`config.mk`:
```
export PLATFORM = sky130hd
export DESIGN_NAME = ctrl_bus_deframer
export DESIGN_NICKNAME = d
export VERILOG_FILES = /design/src/rtl/ctrl_bus_deframer_pkg.sv /design/src/rtl/ctrl_bus_deframer_counter.sv /design/src/rtl/ctrl_bus_deframer.sv
export SDC_FILE = /design/constraint.sdc
export NUM_CORES = 1
export LEC_CHECK = 0
export CAP_MARGIN = 20
export CORE_MARGIN = 2
export CORE_UTILIZATION = 42
export CTS_CLUSTER_DIAMETER = 40
export DETAILED_ROUTE_END_ITERATION = 6
export GPL_ROUTABILITY_DRIVEN = 0
export PLACE_DENSITY = 0.74
export SYNTH_ARGS = -nofsm -noshare
export SYNTH_HDL_FRONTEND = slang
export SYNTH_HIERARCHICAL = 1
export SYNTH_SLANG_ARGS = --single-unit
```
`constraint.sdc`:
```
create_clock -name clk -period 2.2 [get_ports clk]
set_input_delay 0.44 -clock clk [delete_from_list [all_inputs] [get_ports clk]]
set_output_delay 0.44 -clock clk [all_outputs]
set_load 0.1 [all_outputs]
```
`src/rtl/ctrl_bus_deframer_pkg.sv`:
```
// Frame-size constants and state encoding shared by the framer/deframer pair.
// Both ends use these defaults so that they agree on the maximum frame length.
package ctrl_bus_deframer_pkg;

  localparam int DEF_MAX_LEN   = 1024;
  localparam int DEF_LEN_WIDTH = 11;

  typedef enum logic {
    IDLE  = 1'b0,
    FRAME = 1'b1
  } state_t;

endpackage

```
`src/rtl/ctrl_bus_deframer_counter.sv`:
```
// In-frame sample counter with clear / load-1 / increment controls and an at-MAX_LEN flag.
// Registered count; the flag is combinational from the count. enb stalls the count.
module ctrl_bus_deframer_counter
  import ctrl_bus_deframer_pkg::*;
#(
  parameter int LEN_WIDTH = DEF_LEN_WIDTH,
  parameter int MAX_LEN   = DEF_MAX_LEN
) (
  input  logic                 clk,
  input  logic                 reset,
  input  logic                 enb,
  input  logic                 i_clr,
  input  logic                 i_load1,
  input  logic                 i_inc,
  output logic [LEN_WIDTH-1:0] o_count,
  output logic                 o_at_max
);

  logic [LEN_WIDTH-1:0] r_count;
  logic                 w_at_max;

  assign w_at_max = (r_count == LEN_WIDTH'(MAX_LEN));

  // Increment is gated by the max flag so the count can never wrap.
  always_ff @(posedge clk or posedge reset) begin
    if (reset) begin
      r_count <= '0;
    end else if (enb) begin
      if (i_clr) begin
        r_count <= '0;
      end else if (i_load1) begin
        r_count <= LEN_WIDTH'(1);
      end else if (i_inc && !w_at_max) begin
        r_count <= r_count + LEN_WIDTH'(1);
      end
    end
  end

  assign o_count  = r_count;
  assign o_at_max = w_at_max;

endmodule

```
`src/rtl/ctrl_bus_deframer.sv`:
```
// Checks start/end/valid framing on a 1-bit sample stream; forwards in-frame samples, reports length and errors.
// All outputs registered, 1-cycle latency; no backpressure, enb=0 freezes every register.
module ctrl_bus_deframer
  import ctrl_bus_deframer_pkg::*;
#(
  parameter int LEN_WIDTH = DEF_LEN_WIDTH,
  parameter int MAX_LEN   = DEF_MAX_LEN
) (
  input  logic                 clk,
  input  logic                 reset,
  input  logic                 enb,
  input  logic                 dataIn,
  input  logic                 ctrlIn_start,
  input  logic                 ctrlIn_end,
  input  logic                 ctrlIn_valid,
  output logic                 dataOut,
  output logic                 validOut,
  output logic                 frameDone,
  output logic [LEN_WIDTH-1:0] lenOut,
  output logic                 errOut,
  output logic                 busy
);

  state_t               r_state;
  state_t               w_state_nxt;

  logic                 r_data;
  logic                 r_valid;
  logic                 r_done;
  logic [LEN_WIDTH-1:0] r_len;
  logic                 r_err;

  logic                 w_valid;
  logic                 w_data;
  logic                 w_done;
  logic [LEN_WIDTH-1:0] w_len;
  logic                 w_err;

  logic                 w_cnt_clr;
  logic                 w_cnt_load1;
  logic                 w_cnt_inc;
  logic [LEN_WIDTH-1:0] w_count;
  logic                 w_at_max;

  ctrl_bus_deframer_counter #(
    .LEN_WIDTH (LEN_WIDTH),
    .MAX_LEN   (MAX_LEN)
  ) u_counter (
    .clk      (clk),
    .reset    (reset),
    .enb      (enb),
    .i_clr    (w_cnt_clr),
    .i_load1  (w_cnt_load1),
    .i_inc    (w_cnt_inc),
    .o_count  (w_count),
    .o_at_max (w_at_max)
  );

  always_ff @(posedge clk or posedge reset) begin
    if (reset) begin
      r_state <= IDLE;
    end else if (enb) begin
      r_state <= w_state_nxt;
    end
  end

  always_comb begin
    w_state_nxt = r_state;
    w_valid     = 1'b0;
    w_done      = 1'b0;
    w_err       = 1'b0;
    w_len       = r_len;
    w_cnt_clr   = 1'b0;
    w_cnt_load1 = 1'b0;
    w_cnt_inc   = 1'b0;

    if (ctrlIn_valid) begin
      case (r_state)
        IDLE: begin
          if (ctrlIn_start) begin
            w_valid = 1'b1;
            if (ctrlIn_end) begin
              w_done    = 1'b1;
              w_len     = LEN_WIDTH'(1);
              w_cnt_clr = 1'b1;
            end else begin
              w_cnt_load1 = 1'b1;
              w_state_nxt = FRAME;
            end
          end else begin
            w_err = 1'b1;
          end
        end

        FRAME: begin
          if (ctrlIn_start) begin
            // Restart: report the aborted frame, then treat this sample as a new first sample.
            w_err   = 1'b1;
            w_valid = 1'b1;
            if (ctrlIn_end) begin
              w_done      = 1'b1;
              w_len       = LEN_WIDTH'(1);
              w_cnt_clr   = 1'b1;
              w_state_nxt = IDLE;
            end else begin
              w_cnt_load1 = 1'b1;
            end
          end else if (w_at_max) begin
            w_err       = 1'b1;
            w_cnt_clr   = 1'b1;
            w_state_nxt = IDLE;
          end else begin
            w_valid = 1'b1;
            if (ctrlIn_end) begin
              w_done      = 1'b1;
              w_len       = w_count + LEN_WIDTH'(1);
              w_cnt_clr   = 1'b1;
              w_state_nxt = IDLE;
            end else begin
              w_cnt_inc = 1'b1;
            end
          end
        end

        default: begin
          w_state_nxt = IDLE;
          w_cnt_clr   = 1'b1;
        end
      endcase
    end
  end

  assign w_data = w_valid & dataIn;

  always_ff @(posedge clk or posedge reset) begin
    if (reset) begin
      r_data  <= 1'b0;
      r_valid <= 1'b0;
      r_done  <= 1'b0;
      r_len   <= '0;
      r_err   <= 1'b0;
    end else if (enb) begin
      r_data  <= w_data;
      r_valid <= w_valid;
      r_done  <= w_done;
      r_len   <= w_len;
      r_err   <= w_err;
    end
  end

  assign dataOut   = r_data;
  assign validOut  = r_valid;
  assign frameDone = r_done;
  assign lenOut    = r_len;
  assign errOut    = r_err;
  assign busy      = (r_state == FRAME);

endmodule

```
==> results.yml <==
clock_tree:
  cts_buffer_depth: 2
  cts_made_buffers: 3
  cts_tree: "done"
  path_clk_slew_ns: 0.10
  clock_latency_ns: 0.28
  htreeDepth: 1
  clock-sinks: 27
  postCtsSetupRepairBufs: 0
  cts-root-buf: "clkbuf_8"
hold_path:
  hold_class: "reg2reg"
  min_from: "lenOut[0]$_DFFE_PP0P_"
drt:
  wire_per_inst_um: 14.1
  ant_nets: 0
  drtPass1Iterations: 4
  totalWireLength_mm: 3.60
  vias: 1430
  drtIter0Drc: 100
  via_per_inst: 5.59
  drcViolationCount: 0
floorplan:
  rows: 22
  fp.dieW_um: 65.1
  fp.dieH_um: 65.1
  initial_core_util: 0.432
  num_io_pins: 23
  die_area_mm2: 0.00424
  core_mm2: 0.00363
final_layout:
  final-seq-area_um2: 677
  instances_no_fill: 256
  num-nets-final: 219
  multi_input_area_um2: 831
  final_cell_mix: "buf_4 (40), dfrtp_1 (26), inv_1 (13), o21ai_0 (13), nand2_1 (12)"
  drive_gt1_frac: 0.269
  final_area_mm2: 0.00203
  area_delta_synth_final_pct: 29.2
  fill_cells: 330
  final_common_cell: "buf_4"
  diodes: 0
setup_path:
  worstSetupStartpoint: "u_counter/o_count[0]$_DFFE_PP0P_"
  worstSetupPathType: "reg2reg"
  crit_required_ns: 2.38
  cp_max_fo: 6
  arrival_ns: 2.24
  timing.rr.start: "u_counter/o_count[0]$_DFFE_PP0P_"
  endpoint_kind: "flop"
  startpoint_type: "flop"
pwr:
  power_frac_seq: 0.436
  p_int_mw: 0.793
  finalPower_mw: 1.30
  clkPwrFrac: 0.225
  switching_share: 0.389
  power.switching_mw: 0.505
  p_per_area_mw_per_mm2: 640
  combPwrFrac: 0.340
  p_leak_nw: 0.910
  ir_drop_mv: 0.267
timing:
  hold_viol: 0
  drv_slew: 0
  layout_setup_ws_ns: 0.141
  worst_pin_slew_ns: 0.569
  setup_viol: 0
  slew_headroom: 0.620
  period_share: 0.936
  finalSetupTns_ns: 0
  finClkSkew_ns: 0.00588
  period_needed_ns: 2.06
  fmax_mhz: 486
  grt_setup_unrepaired: "no"
run:
  maxCapViolations: 0
global_routing:
  grt_pass1_vias: 1392
  antenna_found_initial: 0
  overflow: 0
  grt.total_usage: 0.186
  grt_pass1_wl_mm: 6.21
  grt_max_degree: 18
run_status:
  run_status: "completed"
yosys:
  synth_seq_area_share: 0.431
  synth_area_mm2: 0.00157
  syn_area_per_cell_um2: 9.63
  synthCells: 163
  synth.distinct_cells: 43
  synth-seq-cells: 27
  synth_warnings: 6
  syn_nets: 173
place:
  portBuffers: 22
  place_inst: 252
  place_ws_ns: -0.0656
  placed_area_mm2: 0.00197
  post-dp-hpwl_mm: 2.70
-- logic make-up after synthesis --
group	count (synthesis)	share of synthesized area
xor+xnor	9	0.0502
compound gates	48	0.228
fa+ha+maj	3	0.0239
flops	27	0.431
mux	2	0.0128
simple gates	55	0.202
buf+inv	19	0.0526
-- power by group through the flow --
stage / clock network (mW) / registers [mW] / logic [mW]
final: 0.291 / 0.566 / 0.441
after CTS: 0.302 / 0.566 / 0.437
after detailed placement: 0 / 0.576 / 0.436
after global routing: 0.324 / 0.571 / 0.473
after floorplan: 0 / 0.748 / 0.136
after global placement: 0 / 0.572 / 0.430
-- layout make-up --
cell class,instances,share of cell area
clock buffers,3,0.0204
repair buffers,46,0.178
well taps,48,0.0296
inverters,14,0.0259
flip-flops and latches,27,0.334
multi-input cells,117,0.410
clock inverters,1,0.00247
-- routing by layer --
layer,global-route usage,vias up,part of all wire
li1,-,697,-
met5,0,-,0
met3,0.0342,4,0.052
met4,0.0703,0,0.011
met1,0.244,680,0.46
met2,0.305,49,0.47
-- worst max-delay path: stages (launching register included) --
cell     delay, ns
dfrtp_1       0.36
inv_1         0.06
ha_1          0.21
and4_4        0.19
nor4b_2       0.25
buf_4         0.17
inv_1         0.04
a41oi_1       0.33
o21ai_0       0.13
a32o_1        0.21
-- Yosys cell counts, drive strengths merged --
cell type / n / area, µm²
o31ai: 6 / 45.0
a22o: 7 / 61.3
nand2b: 1 / 6.26
dfrtp: 27 / 676
inv: 13 / 48.8
o21ai: 13 / 65.1
clkinv: 1 / 3.75
o2111ai: 3 / 43.8
a31oi: 2 / 12.5
ha: 3 / 37.5
nor2: 10 / 37.5
clkbuf: 1 / 3.75
nand2: 13 / 48.8
o41ai: 1 / 8.76
and4: 2 / 18.8
nand4: 4 / 25.0
a21oi: 3 / 15.0
nor4: 1 / 6.26
or4: 2 / 15.0
a2bb2oi: 1 / 8.76
xor2: 3 / 26.3
nor3: 2 / 10.0
o211ai: 5 / 37.5
buf: 4 / 26.3
a21o: 2 / 15.0
a32o: 1 / 10.0
nor3b: 1 / 7.51
nor2b: 2 / 20.0
or2: 1 / 6.26
nor4b: 2 / 23.8
and3: 3 / 23.8
mux2i: 2 / 20.0
o2bb2ai: 2 / 17.5
nand3: 11 / 67.6
a41oi: 2 / 17.5
xnor2: 6 / 52.6
-- sequential cells by signal, summed over array words and instances (netlist names) --
| register | count |
|---|---|
| busy | 1 |
| dataOut | 1 |
| lenOut | 11 |
| frameDone | 1 |
| validOut | 1 |
| errOut | 1 |
| u_counter/o_count | 11 |
-- through the flow --
stage,utilization,hold slack [ns]
5_1_grt,0.558,0.513
2_1_floorplan,-,0.292
3_5_place_dp,0.542,0.473
4_1_cts,0.554,0.497
6_report,0.558,0.493
3_3_place_gp,0.542,0.464
-- final timing paths --
path / depth (start not counted) / endpoint / slack, ns
min in group asynchronous: 2 / u_counter/o_count[0]$_DFFE_PP0P_ / 0.50
worst min-delay path: 1 / lenOut[0]$_DFFE_PP0P_ / 0.49
worst max-delay path: 9 / u_counter/o_count[1]$_DFFE_PP0P_ / 0.14
worst max register to register: 9 / u_counter/o_count[1]$_DFFE_PP0P_ / 0.14
max in group asynchronous: 2 / busy$_DFFE_PP0P_ / 1.25
worst min register to register: 1 / lenOut[0]$_DFFE_PP0P_ / 0.49
-- timing repair --
item	4_1_cts	5_1_grt
endpoints found under the setup margin	0	4
endpoints found under the hold margin	0	0
hold buffers	0	0
gates resized for setup	0	4
No activity file was read; power rests on OpenSTA's default activity.
